## config.mk

```make
export PLATFORM = sky130hd
export DESIGN_NAME = change_dispenser
export DESIGN_NICKNAME = d
export VERILOG_FILES = /design/src/rtl/change_dispenser.sv
export SDC_FILE = /design/constraint.sdc
export NUM_CORES = 1
export LEC_CHECK = 0
export ABC_AREA = 0
export ABC_CLOCK_PERIOD_IN_PS = 2100
export CAP_MARGIN = 20
export CELL_PAD_IN_SITES_DETAIL_PLACEMENT = 2
export CELL_PAD_IN_SITES_GLOBAL_PLACEMENT = 2
export CORE_MARGIN = 3
export CORE_UTILIZATION = 30
export CTS_CLUSTER_DIAMETER = 40
export CTS_CLUSTER_SIZE = 28
export DETAILED_ROUTE_END_ITERATION = 8
export PLACE_DENSITY_LB_ADDON = 0.1
export SLEW_MARGIN = 20
export SYNTH_ARGS = -nofsm -noshare
export SYNTH_HDL_FRONTEND = slang
export SYNTH_SLANG_ARGS = --single-unit
```

## constraint.sdc

```tcl
create_clock -name clk -period 2.1 [get_ports clk]
set_clock_uncertainty 0.15 [all_clocks]
set_input_delay 0.21 -clock clk [delete_from_list [all_inputs] [get_ports clk]]
set_output_delay 0.21 -clock clk [all_outputs]
set_load 0.02 [all_outputs]
```

## src/rtl/change_dispenser.sv

```systemverilog
// Vend-then-pay-change stage with a one-deep pending request buffer.
// Optional ejector-ack watchdog enabled by defining CHANGE_TIMEOUT_EN.
module change_dispenser #(
    parameter int unsigned TIMEOUT_CYCLES = 15
) (
    input  logic       clk,
    input  logic       reset,
    input  logic       d,
    input  logic [2:0] r,
    input  logic       eject_ack,
    output logic       vend,
    output logic       eject_two,
    output logic       eject_one,
    output logic       done,
    output logic       busy,
    output logic       overrun,
    output logic       fault
);

    localparam int unsigned REM_W = 3;
    localparam int unsigned CNT_W = 8;

    typedef enum logic [2:0] {
        S_IDLE,
        S_VEND,
        S_EJ2,
        S_EJ1,
        S_DONE,
        S_FAULT
    } state_t;

    state_t           state, state_nxt;
    logic [REM_W-1:0] rem, rem_nxt, rem_m1, rem_m2;
    logic [REM_W-1:0] pend_r, pend_r_nxt;
    logic             pend_v, pend_v_nxt;
    logic             overrun_nxt;
    logic             unload;
    logic             timeout_c;

    // Pick the next coin (or finish) for a given remaining amount.
    function automatic state_t sel(input logic [REM_W-1:0] x);
        if (x >= REM_W'(2))      return S_EJ2;
        else if (x == REM_W'(1)) return S_EJ1;
        else                     return S_DONE;
    endfunction

    assign rem_m1 = rem - REM_W'(1);
    assign rem_m2 = rem - REM_W'(2);

`ifdef CHANGE_TIMEOUT_EN
    logic [CNT_W-1:0] wait_cnt;

    assign timeout_c = ((wait_cnt + CNT_W'(1)) >= CNT_W'(TIMEOUT_CYCLES));

    // Counts unacknowledged cycles of the current coin request.
    always_ff @(posedge clk or negedge reset) begin
        if (!reset) begin
            wait_cnt <= '0;
        end else if ((state == S_EJ2) || (state == S_EJ1)) begin
            if (eject_ack) wait_cnt <= '0;
            else           wait_cnt <= wait_cnt + CNT_W'(1);
        end else begin
            wait_cnt <= '0;
        end
    end
`else
    logic unused_timeout_cfg;

    assign timeout_c          = 1'b0;
    assign unused_timeout_cfg = ^CNT_W'(TIMEOUT_CYCLES);
`endif

    always_comb begin
        state_nxt   = state;
        rem_nxt     = rem;
        pend_v_nxt  = pend_v;
        pend_r_nxt  = pend_r;
        overrun_nxt = overrun;
        unload      = 1'b0;

        case (state)
            S_IDLE: begin
                if (d) begin
                    state_nxt = S_VEND;
                    rem_nxt   = r;
                end
            end
            S_VEND:  state_nxt = sel(rem);
            S_EJ2: begin
                if (eject_ack) begin
                    rem_nxt   = rem_m2;
                    state_nxt = sel(rem_m2);
                end else if (timeout_c) begin
                    state_nxt = S_FAULT;
                end
            end
            S_EJ1: begin
                if (eject_ack) begin
                    rem_nxt   = rem_m1;
                    state_nxt = sel(rem_m1);
                end else if (timeout_c) begin
                    state_nxt = S_FAULT;
                end
            end
            S_DONE: begin
                if (pend_v) begin
                    state_nxt  = S_VEND;
                    rem_nxt    = pend_r;
                    pend_v_nxt = 1'b0;
                    unload     = 1'b1;
                end else begin
                    state_nxt = S_IDLE;
                end
            end
            S_FAULT: state_nxt = S_FAULT;
            default: state_nxt = S_IDLE;
        endcase

        // A request arriving while busy is buffered; an unload frees the slot this cycle.
        if (d && (state != S_IDLE)) begin
            if (!pend_v || unload) begin
                pend_v_nxt = 1'b1;
                pend_r_nxt = r;
            end else begin
                overrun_nxt = 1'b1;
            end
        end
    end

    // State, datapath and registered Moore outputs decoded from the next state.
    always_ff @(posedge clk or negedge reset) begin
        if (!reset) begin
            state     <= S_IDLE;
            rem       <= '0;
            pend_v    <= 1'b0;
            pend_r    <= '0;
            overrun   <= 1'b0;
            vend      <= 1'b0;
            eject_two <= 1'b0;
            eject_one <= 1'b0;
            done      <= 1'b0;
            busy      <= 1'b0;
            fault     <= 1'b0;
        end else begin
            state     <= state_nxt;
            rem       <= rem_nxt;
            pend_v    <= pend_v_nxt;
            pend_r    <= pend_r_nxt;
            overrun   <= overrun_nxt;
            vend      <= (state_nxt == S_VEND);
            eject_two <= (state_nxt == S_EJ2);
            eject_one <= (state_nxt == S_EJ1);
            done      <= (state_nxt == S_DONE);
            busy      <= (state_nxt != S_IDLE);
`ifdef CHANGE_TIMEOUT_EN
            fault     <= (state_nxt == S_FAULT);
`else
            fault     <= 1'b0;
`endif
        end
    end

endmodule

```

==> results.sh, run 1 <==
export IMPL_vias=834
export IMPL_drv_cap=0
export IMPL_power_w=0.002010
export IMPL_path_cells="inv_1 -> ha_1 -> nand2_1 -> or4_1 -> o311a_1 -> and3_1"
export IMPL_holdCritPathClass="input port to async pin"
export IMPL_grt_max_degree=12
export IMPL_rsz0062_at_grt="no"
export IMPL_slew_viol_final=0
export IMPL_r2r_start="rem[2]$_DFFE_PN0P_"
export IMPL_synthMuxAreaShare_pct=8.403
export IMPL_synth_compound_area_share_pct=15.73
export IMPL_viasPerCell=4.964
export IMPL_grt_overflow=0
export IMPL_crit_family="simple AND/OR/NAND/NOR gates"
export IMPL_fp_row_count=20
export IMPL_synth_fa_ha_area_share_pct=9.604
export IMPL_path_clk_slew_ns=0.10
export IMPL_power_density_nw_per_um2=1552
export IMPL_max_freq_mhz=510.0
export IMPL_swShare_pct=44.62
export IMPL_period_share_pct=93.36
export IMPL_cts_max_path_buffers=2
export IMPL_ir_worst_vdd_uv=538.1
export IMPL_power_internal_w=0.001113
export IMPL_layout_drive_gt1_share_pct=22.58
export IMPL_p_seq_share_pct=28.9
export IMPL_setup_slack_ns=0.1394
export IMPL_start_kind="flop"
export IMPL_synth_simple_gate_area_share_pct=20.89
export IMPL_crit_start="rem[2]$_DFFE_PN0P_"
export IMPL_multi_input_area_um2=591.8
export IMPL_n_fill_cell=362
export IMPL_crit_arrival_ns=2.00
export IMPL_clock_sinks=16
export IMPL_drc=0
export IMPL_synth_top_area_share_pct=38.42
export IMPL_path_buf_inv=1
export IMPL_io_buffers=12
export IMPL_dieHeight_um=64.94
export IMPL_synth_top_family_by_area="simple AND/OR/NAND/NOR gates"
export IMPL_ys_warn_count=0
export IMPL_place_ws_ns=0.1467
export IMPL_pin_count=14
export IMPL_drtPass1Iterations=3
export IMPL_setup_tns_ns=0
export IMPL_synth_xor_area_share_pct=0.8403
export IMPL_dr_first_iter_drc_count=17
export IMPL_clkPwrFrac_pct=10.3
export IMPL_postCtsHoldBufs=0
export IMPL_nNetsFinal=140
export IMPL_synth_area_um2=1042
export IMPL_hpwl_um=2307
export IMPL_yosysUniqueCellTypes=39
export IMPL_synthCells=104
export IMPL_syn2layout_area_growth_pct=24.25
export IMPL_ant_nets=0
export IMPL_synth_edf_count=0
export IMPL_slowest_delay_ns=0.43
export IMPL_hold_violations=0
export IMPL_fp_dieW_um=64.94
export IMPL_syn_nets=119
export IMPL_p_leak_nw=0.5816
export IMPL_die_area_um2=4217
export IMPL_async_flop_share_pct=100.0
export IMPL_root_buffer="clkbuf_4"
export IMPL_clock_latency_ns=0.30
export IMPL_ys_seq_elements=16
export IMPL_regArea_um2=401.6
export IMPL_final_common_cell="dfrtp_1"
export IMPL_p_switching_w=0.0008967
export IMPL_ys_seq_area_share_pct=38.42
export IMPL_required_ns=2.14
export IMPL_cts_tree="built"
export IMPL_route_detailed_wl_per_inst_um=16.86
export IMPL_cts_made_buffers=3
export IMPL_place_gp_congestion=0.7928
export IMPL_grt_pass1_vias=970
export IMPL_wl_um=2833
export IMPL_outcome="finished clean"
export IMPL_finalSetupViolations=0
export IMPL_htreeDepth=1
export IMPL_synth_top_area_cell="dfrtp_1"
export IMPL_p_comb_share_pct=60.8
export IMPL_initial_core_util_pct=32.80
export IMPL_critPathKind="flop to flop"
export IMPL_grt_first_pass_wirelength_um=4878
export IMPL_yosys_top_cells_area="dfrtp_1 (38%), ha_1 (9.6%), mux2_2 (5.4%), nand2_1 (3.6%), nand2b_1 (3.6%)"
export IMPL_syn_avg_cell_area_um2=10.02
export IMPL_ys_flop_type="dfrtp_1"
export IMPL_antenna_found_initial=0
export IMPL_cp_end_kind="flop"
export IMPL_slowest_stage="dfrtp_2"
export IMPL_fp_coreArea_um2=3178
export IMPL_finalCriticalPeriod_ns=1.961
export IMPL_crit_fanout=4
export IMPL_num_antenna_cells=0
export IMPL_grtUsageTotal_pct=15.35
export IMPL_layout_common_cells="dfrtp_1 (15), clkdlybuf4s50_1 (12), nand2_1 (10)"
==> logic make-up (layout without fill, tap and decap cells) <==
logic type	after synthesis	in the layout
fa+ha+maj	8	8
compound gates	21	21
simple gates	37	37
xor+xnor	1	1
flops	16	16
buf+inv	12	32
mux	8	8
other cells	1	1
==> area by class of cell <==
cell class / count / area share [%]
timing repair buffer: 20 / 13.91
inverter: 8 / 2.319
sequential: 16 / 31.01
clock buffer: 4 / 2.802
tap: 44 / 4.251
multi-input combinational: 76 / 45.70
==> power by group through the flow <==
| stage | clock network (W) | registers (W) | logic, W |
|---|---|---|---|
| 6_report | 0.000208 | 0.000581 | 0.00122 |
| 5_1_grt | 0.000235 | 0.000604 | 0.00136 |
| 4_1_cts | 0.000221 | 0.000582 | 0.00123 |
| 3_5_place_dp | 0 | 0.000585 | 0.00122 |
| 3_3_place_gp | 0 | 0.000579 | 0.00116 |
| 2_1_floorplan | 0 | 0.000579 | 0.000806 |
==> flip-flops by register name, summed over array words and instances, names as in the netlist <==
name       flops
overrun        1
pend_r         3
eject_two      1
done           1
pend_v         1
rem            3
state          3
vend           1
eject_one      1
busy           1
==> Yosys cell counts, types with 2 or more instances <==
library cell / instances
mux2i_1: 2
a311oi_1: 2
a31oi_1: 4
inv_1: 7
o21a_1: 3
dfrtp_1: 16
a21oi_1: 4
nand2_1: 10
buf_4: 2
nor2_1: 6
nand2b_1: 6
mux2_2: 5
ha_1: 8
or2_1: 2
nor2b_1: 3
==> worst reg2reg max path, cell delays in order (launching register included) <==
cell and delay, ns:
dfrtp_2 0.43, inv_1 0.09, ha_1 0.33, nand2_1 0.08, or4_1 0.40, o311a_1 0.18
and3_1 0.18
==> through the flow <==
step / cell area [µm²] / hold WS [ns] / utilization (%) / instances
after floorplan: 1042 / -0.2356 / - / 104
after global placement: 1247 / 0.3187 / 39.25 / 164
after detailed placement: 1247 / 0.3306 / 39.25 / 164
after CTS: 1284 / 0.04239 / 40.39 / 168
after global routing: 1295 / 0.05090 / 40.75 / 168
final: 1295 / 0.05187 / 40.75 / 168
==> layer usage <==
layer  share of wire (%)  vias to the layer above  track usage, %  wire length (µm)
met1                  45                      426           18.99              1280
met5                   0                        -               0                 0
li1                    -                      393               -                 -
met3                 3.0                        3           2.773                84
met4                0.95                        0           3.958                27
met2                  51                       12           27.20              1440
==> final timing paths <==
path                       depth (start not counted)                   to  slack [ns]
max                                                6  eject_two$_DFF_PN0_        0.14
min                                                1  overrun$_DFFE_PN0P_        0.05
max reg2reg                                        6  eject_two$_DFF_PN0_        0.14
min reg2reg                                        1  overrun$_DFFE_PN0P_        0.35
max in group asynchronous                          2   state[2]$_DFF_PN0_        1.26
min in group clk                                   1  overrun$_DFFE_PN0P_        0.35
==> repair_timing <==
action,CTS,global route
gates resized for setup,0,3
setup endpoints to repair,0,3
setup buffers,0,0
No activity file was read; power rests on OpenSTA's default activity.
==> run 2: changes to the inputs <==
- CTS_CLUSTER_DIAMETER: 40 -> 100
==> results of run 2 <==
No change in the layout: final DEF, timing and power equal those of run 1.
